**src/rtl/sync_bus_edge_det.sv**
```systemverilog
// sync_bus_edge_det
//   Multi-channel synchronizer for asynchronous control inputs (status
//   strobes, external enables, lock indicators) crossing into the clk
//   domain. Each channel passes through a STAGES-deep flop chain, then
//   feeds a registered rise/fall edge detector and a saturating 16-bit
//   edge event counter.
//
//   Optional deglitch filter: define SYNC_BUS_DEGLITCH_EN. Each channel then
//   needs FILT_LEN consecutive cycles of a new synchronized value before
//   sync_out follows it. Without the macro, sync_out is the raw chain output
//   and FILT_LEN is ignored.
//
// Ports
//   clk         clock
//   rst_n       asynchronous active-low reset
//   async_in    [CH]  asynchronous channel inputs
//   cnt_clr     synchronous clear of edge_cnt (wins over same-cycle edges)
//   sync_out    [CH]  synchronized (optionally filtered) levels
//   rise_pulse  [CH]  one-cycle pulse per 0->1 of sync_out
//   fall_pulse  [CH]  one-cycle pulse per 1->0 of sync_out
//   any_edge    OR of all rise/fall pulse bits, registered with them
//   edge_cnt    [16]  saturating count of all edge pulses

module sync_bus_edge_det #(
  parameter int              CH       = 4,
  parameter int              STAGES   = 2,
  parameter logic [CH-1:0]   RST_VAL  = {CH{1'b0}},
  parameter int              FILT_LEN = 3
) (
  input  logic          clk,
  input  logic          rst_n,
  input  logic [CH-1:0] async_in,
  input  logic          cnt_clr,
  output logic [CH-1:0] sync_out,
  output logic [CH-1:0] rise_pulse,
  output logic [CH-1:0] fall_pulse,
  output logic          any_edge,
  output logic [15:0]   edge_cnt
);

  if (CH < 1 || CH > 32) begin : g_bad_ch
    $error("sync_bus_edge_det: CH out of range 1..32");
  end
  if (STAGES < 2 || STAGES > 4) begin : g_bad_stages
    $error("sync_bus_edge_det: STAGES out of range 2..4");
  end
  if (FILT_LEN < 2 || FILT_LEN > 15) begin : g_bad_filt
    $error("sync_bus_edge_det: FILT_LEN out of range 2..15");
  end

  // synchronizer chain
  logic [CH-1:0] chain [STAGES];
  logic [CH-1:0] raw;

  always_ff @(posedge clk or negedge rst_n) begin
    if (!rst_n) begin
      for (int k = 0; k < STAGES; k++) chain[k] <= RST_VAL;
    end else begin
      chain[0] <= async_in;
      for (int k = 1; k < STAGES; k++) chain[k] <= chain[k-1];
    end
  end

  assign raw = chain[STAGES-1];

`ifdef SYNC_BUS_DEGLITCH_EN
  // fcnt counts cycles the raw value has disagreed with sync_out; the
  // update happens on the FILT_LEN-th such cycle, so a shorter excursion
  // never reaches sync_out.
  localparam logic [3:0] FILT_TC = 4'(FILT_LEN - 1);

  logic [3:0]    fcnt [CH];
  logic [CH-1:0] filt_q;

  always_ff @(posedge clk or negedge rst_n) begin
    if (!rst_n) begin
      filt_q <= RST_VAL;
      for (int i = 0; i < CH; i++) fcnt[i] <= 4'd0;
    end else begin
      for (int i = 0; i < CH; i++) begin
        if (raw[i] != filt_q[i]) begin
          if (fcnt[i] == FILT_TC) begin
            filt_q[i] <= raw[i];
            fcnt[i]   <= 4'd0;
          end else begin
            fcnt[i]   <= fcnt[i] + 4'd1;
          end
        end else begin
          fcnt[i] <= 4'd0;
        end
      end
    end
  end

  assign sync_out = filt_q;
`else
  assign sync_out = raw;
`endif

  // edge detect; prev resets to RST_VAL so reset release never pulses
  logic [CH-1:0] prev;
  logic [CH-1:0] rise_nxt;
  logic [CH-1:0] fall_nxt;

  assign rise_nxt = sync_out & ~prev;
  assign fall_nxt = ~sync_out & prev;

  always_ff @(posedge clk or negedge rst_n) begin
    if (!rst_n) begin
      prev       <= RST_VAL;
      rise_pulse <= '0;
      fall_pulse <= '0;
      any_edge   <= 1'b0;
    end else begin
      prev       <= sync_out;
      rise_pulse <= rise_nxt;
      fall_pulse <= fall_nxt;
      any_edge   <= |(rise_nxt | fall_nxt);
    end
  end

  // saturating edge counter, counts the registered pulses
  logic [CH-1:0] edges;
  logic [5:0]    n_edges;
  logic [16:0]   cnt_sum;

  assign edges = rise_pulse | fall_pulse;

  always_comb begin
    n_edges = 6'd0;
    for (int i = 0; i < CH; i++) n_edges = n_edges + 6'(edges[i]);
  end

  assign cnt_sum = {1'b0, edge_cnt} + 17'(n_edges);

  always_ff @(posedge clk or negedge rst_n) begin
    if (!rst_n) begin
      edge_cnt <= 16'd0;
    end else if (cnt_clr) begin
      edge_cnt <= 16'd0;
    end else if (cnt_sum[16]) begin
      edge_cnt <= 16'hFFFF;
    end else begin
      edge_cnt <= cnt_sum[15:0];
    end
  end

endmodule

```
**config.mk**
```make
export PLATFORM = sky130hd
export DESIGN_NAME = sync_bus_edge_det
export DESIGN_NICKNAME = d
export VERILOG_FILES = /design/src/rtl/sync_bus_edge_det.sv
export SDC_FILE = /design/constraint.sdc
export NUM_CORES = 1
export LEC_CHECK = 0
export BUFFER_PORTS_ARGS = -buffer_cell sky130_fd_sc_hd__buf_4
export CAP_MARGIN = 30
export CORE_ASPECT_RATIO = 1.5
export CORE_MARGIN = 4
export CORE_UTILIZATION = 45
export DETAILED_ROUTE_END_ITERATION = 6
export PLACE_DENSITY = 0.77
export RECOVER_POWER = 100
export SLEW_MARGIN = 10
export SYNTH_ARGS = -nofsm -noshare
export SYNTH_HDL_FRONTEND = slang
export SYNTH_SLANG_ARGS = --single-unit
```
**constraint.sdc**
```tcl
create_clock -name clk -period 2.8 [get_ports clk]
set_clock_uncertainty 0.1 [all_clocks]
set_input_delay 0 -clock clk [delete_from_list [all_inputs] [get_ports clk]]
set_output_delay 0 -clock clk [all_outputs]
set_load 0.1 [all_outputs]
```
Word level (Yosys, flattened, before mapping)
Index checks and enable logic that the tools add are counted.
{ "op_classes": {"bitwise": 6, "n_reduce_logical": 1, "n_addsub": 4, "muxes": 2} }
{ "ops": {"columns": ["operator", "count"], "rows": [
  ["$mux W16", 2],
  ["$add A16 B4 Y17", 1],
  ["$and A4 B4 Y4", 2],
  ["$not A4 Y4", 2],
  ["$or A4 B4 Y4", 2],
  ["$add A3 B1 Y4", 1],
  ["$reduce_or A4 Y1", 1],
  ["$add A2 B1 Y3", 1],
  ["$add A1 B1 Y2", 1]
]} }
{ "word_totals": {"reg_bits": 37, "elab_cells": 20, "output_inout_bits": 29} }

Logic depth before layout (Yosys ltp)
{ "logic_depth": {"word_depth": 7, "ltp_mapped": 9, "depth_no_buf": 9} }

Least setup slack after synthesis
Ideal clock, no wire load.
{ "synth_path": {"kind": "register to register", "start": "reg edge_cnt[0]", "end": "reg edge_cnt[8]", "synth_period_minus_slack_ns": 3.657, "n_path_buf": 0, "t_arrival_ns": 3.474, "slack_ns": -0.857, "path_stages_with_launch": 10, "required_time_ns": 2.617, "cell_sequence": "dfrtp_1 inv_1 fa_1 fa_1 inv_1 fa_1 nand3_4 or4_4 or3_4 o21ai_0"} }
{ "synth_between": {"elab_chain_cells": 3} }
{ "synth_lines": {"columns": ["element", "line_no", "rtl"], "rows": [
  ["start: declaration", "38", "output logic [15:0] edge_cnt"],
  ["start signal: assignment", "144", "edge_cnt <= cnt_sum[15:0];"],
  ["$add A16 B4 Y17", "134", "assign cnt_sum = {1'b0, edge_cnt} + 17'(n_edges);"],
  ["$mux W16", "141", "end else if (cnt_sum[16]) begin"],
  ["$mux W16", "139", "end else if (cnt_clr) begin"]
]} }
Every way passes these cells.

Worst setup path after layout
{ "layout_path": {"start": "reg rise_pulse[0]", "end": "reg edge_cnt[15]"} }
{ "layout_between": {"elab_chain_cells": 7} }
{ "layout_lines": {"columns": ["element", "line_no", "rtl"], "rows": [
  ["start: declaration", "35", "output logic [CH-1:0] rise_pulse,"],
  ["start signal: assignment", "116", "rise_pulse <= rise_nxt;"],
  ["$or A4 B4 Y4", "127", "assign edges = rise_pulse | fall_pulse;"],
  ["$add A1 B1 Y2", "131", "for (int i = 0; i < CH; i++) n_edges = n_edges + 6'(edges[i]);"],
  ["$add A2 B1 Y3", "131", null],
  ["$add A3 B1 Y4", "131", null],
  ["$add A16 B4 Y17", "134", null],
  ["$mux W16", "141", null],
  ["$mux W16", "139", null]
]} }
Every way passes these cells.

==> flow_metrics.py <==
metrics = {
    "grt": {
        "groute.usage.overall_pct": 15.8,
        "grt_first_pass_wirelength_um": 5580,
        "grt_max_degree": 38,
        "gr-total-overflow": 0,
        "antenna_found_initial": 0,
        "grt_pass1_vias": 1194,
    },
    "synthesis": {
        "yosysWarnings": 0,
        "yosys.area.top_type": "dfrtp_1",
        "synth_nets": 155,
        "synth.distinct_cells": 32,
        "synth.most_common_cell": "dfrtp_1",
        "synth_top_area_share_pct": 56.7,
        "async_flop_share_pct": 100,
        "synth_edf_count": 0,
        "ys_seq_area_share_pct": 56.7,
        "synth_area_leaders": "dfrtp_1 (57%), ha_1 (6.9%), xor2_1 (3.8%)",
        "syn_area_per_cell_um2": 12.0,
        "synth_common_cells": "dfrtp_1 (37), inv_1 (14), a21oi_1 (9), ha_1 (9), xor2_1 (7)",
        "syn_inst": 136,
        "synthFlopType": "dfrtp_1",
        "synth_seq_cells": 37,
        "syn_area_mm2": 0.00163,
    },
    "setup_path": {
        "crit_type": "register to register",
        "worstPathMaxFanout": 5,
        "cp.arrival_ns": 3.00,
        "start_kind": "register",
        "required_ns": 2.92,
        "end_kind": "register",
        "r2r_setup_slack_ns": -0.08,
    },
    "routing": {
        "drt_pass1_iterations": 4,
        "drc_errors": 0,
        "drt-total-wl_um": 3500,
        "post_drt_wl_per_cell_um": 15.4,
        "routed_via_density": 5.31,
        "ant_nets": 0,
        "drt_iter0_drc": 48,
        "via_count": 1211,
    },
    "final_layout": {
        "multi_input_area_um2": 686,
        "areaGrowthSynthToFinish_pct": 31.0,
        "drive_gt1_share_pct": 33.9,
        "fin_nets": 204,
        "fillCellCount": 292,
        "diodes": 0,
        "seqCellArea_um2": 945,
        "stdcell_count": 228,
        "finalCoreUtilization_pct": 62.1,
    },
    "place": {
        "dp_hpwl_um": 2460,
        "dp_cells": 210,
        "io_buffers": 35,
        "gp_congestion": 0.773,
    },
    "die": {
        "die_w_um": 57.2,
        "dieHeight_um": 81.8,
        "die_area_mm2": 0.00468,
        "core-area_mm2": 0.00345,
        "start_util_pct": 47.4,
        "rows": 26,
        "io_pins": 36,
    },
    "pwr": {
        "p_per_area_mw_per_mm2": 692,
        "p_leak_nw": 0.996,
        "ir_worst_vdd_uv": 645,
    },
    "job": {
        "drv_cap": 1,
    },
    "sta": {
        "finalHoldViolCount": 0,
        "max_clock_freq_ghz": 0.347,
        "rsz0062_at_grt": "true",
        "maxSlewViolCount": 38,
        "setup_slack_ns": -0.0793,
        "fin_crit_ns": 2.88,
        "fin_crit_sh_pct": 103,
        "max_slew_margin_pct": -26.0,
        "max_slew.worst_pin.slew_ns": 1.89,
        "finalSetupViolCount": 6,
    },
    "clock_network": {
        "cts_buffer_depth": 2,
        "clock_latency_ns": 0.28,
        "cts_buffers": 5,
        "clkSinkCount": 37,
        "clk_pin_slew_ns": 0.07,
        "clockRootBuffer": "clkbuf_8",
        "htreeDepth": 2,
        "cts_tree": "yes",
    },
    "outcome": {
        "violations": "capacitance limit, slew limit, setup timing",
        "outcome": "finished, violations left",
    },
    "min_path": {
        "holdCritPathClass": "register to register",
    },
}
==> report_power, final <==
part | internal (mW) | leakage (nW) | switching, mW | total (mW)
combinational | 0.132 | 0.486 | 0.368 | 0.500
clock | 0.172 | 0.0450 | 0.182 | 0.354
sequential | 0.578 | 0.464 | 0.0491 | 0.627
total | 0.882 | 0.996 | 0.599 | 1.48
==> worst max-delay path: stages (launching register included) <==
cell and delay (ns):
dfrtp_4 0.49, nor2_4 0.11, fa_1 0.45, fa_2 0.39, inv_2 0.07, fa_2 0.23
nand3_4 0.07, or4_4 0.44, or3_4 0.39, nand3_1 0.09
==> kinds of logic after synthesis <==
kind of cell    Yosys count  share of synthesized area (%)
simple gates             34                           12.7
buf+inv                  20                           5.90
xor+xnor                 11                           5.90
compound gates           21                           7.66
fa+ha+maj                12                           10.6
flops                    37                           56.7
mux                       1                          0.613
==> flip-flops by register name, summed over array words and instances, names as in the netlist <==
signal	count
prev	4
any_edge	1
sync_out	4
edge_cnt	16
rise_pulse	4
chain	4
fall_pulse	4
==> metal layers <==
| metal | GRT usage [%] | up-vias | wire, um |
|---|---|---|---|
| li1 | - | 559 | - |
| met1 | 17.3 | 590 | 1280 |
| met2 | 28.3 | 51 | 1890 |
| met3 | 6.29 | 11 | 266 |
| met4 | 4.18 | 0 | 63 |
| met5 | 0 | - | 0 |
==> through the flow <==
step | hold WS, ns | area, um2 | TNS (ns) | worst slack (ns) | power [mW]
6_report | 0.253 | 2140 | -0.378 | -0.0793 | 1.48
2_1_floorplan | -0.396 | 1670 | -1.33 | -0.244 | 0.995
3_5_place_dp | -0.116 | 1960 | -0.272 | -0.0675 | 1.11
3_3_place_gp | -0.125 | 1960 | -0.00769 | -0.00342 | 1.11
4_1_cts | 0.125 | 2120 | -0.296 | -0.0672 | 1.48
5_1_grt | 0.257 | 2140 | -1.37 | -0.181 | 1.56
==> layout by cell type (no fill, tap or decap), drive strengths merged, types with 3 or more instances in the layout <==
cell type / netlist / layout
a21oi: 9 / 9
buf: 4 / 25
clkbuf: 1 / 22
dfrtp: 37 / 37
dlygate4sd3: 0 / 6
fa: 3 / 3
ha: 9 / 9
inv: 14 / 14
nand2: 5 / 6
nand4: 4 / 4
nor2: 6 / 6
nor3: 4 / 4
o2111ai: 3 / 3
o21ai: 5 / 5
xnor2: 4 / 4
xor2: 7 / 7
==> final timing paths <==
| kind | start | endpoint | cells after the start |
|---|---|---|---|
| setup / recovery | rise_pulse[0] | edge_cnt[15] | 9 |
| hold / removal | chain[5] | sync_out[1] | 0 |
| hold reg to reg | chain[5] | sync_out[1] | 0 |
| max in group asynchronous | rst_n | rise_pulse[2] | 2 |
| setup reg to reg | rise_pulse[0] | edge_cnt[15] | 9 |
| min in group asynchronous | rst_n | edge_cnt[13] | 2 |
==> timing repair <==
action                                 CTS  global route
gates cloned                             0             1
buffers inserted                         1             2
hold buffers                             6             0
resized for setup                        5            12
pin swaps                                1             6
endpoints found under the hold margin   56             0
setup endpoints to repair                7            16
==> area by class of cell <==
| type | instances | area share (%) |
|---|---|---|
| flip-flops and latches | 37 | 44.1 |
| multi-input cells | 80 | 32.0 |
| repair buffers | 47 | 15.1 |
| clock buffers | 6 | 3.39 |
| inverters | 14 | 2.45 |
| well taps | 42 | 2.45 |
| clock inverters | 2 | 0.468 |
Note: power is estimated with default switching activity, not from simulation.
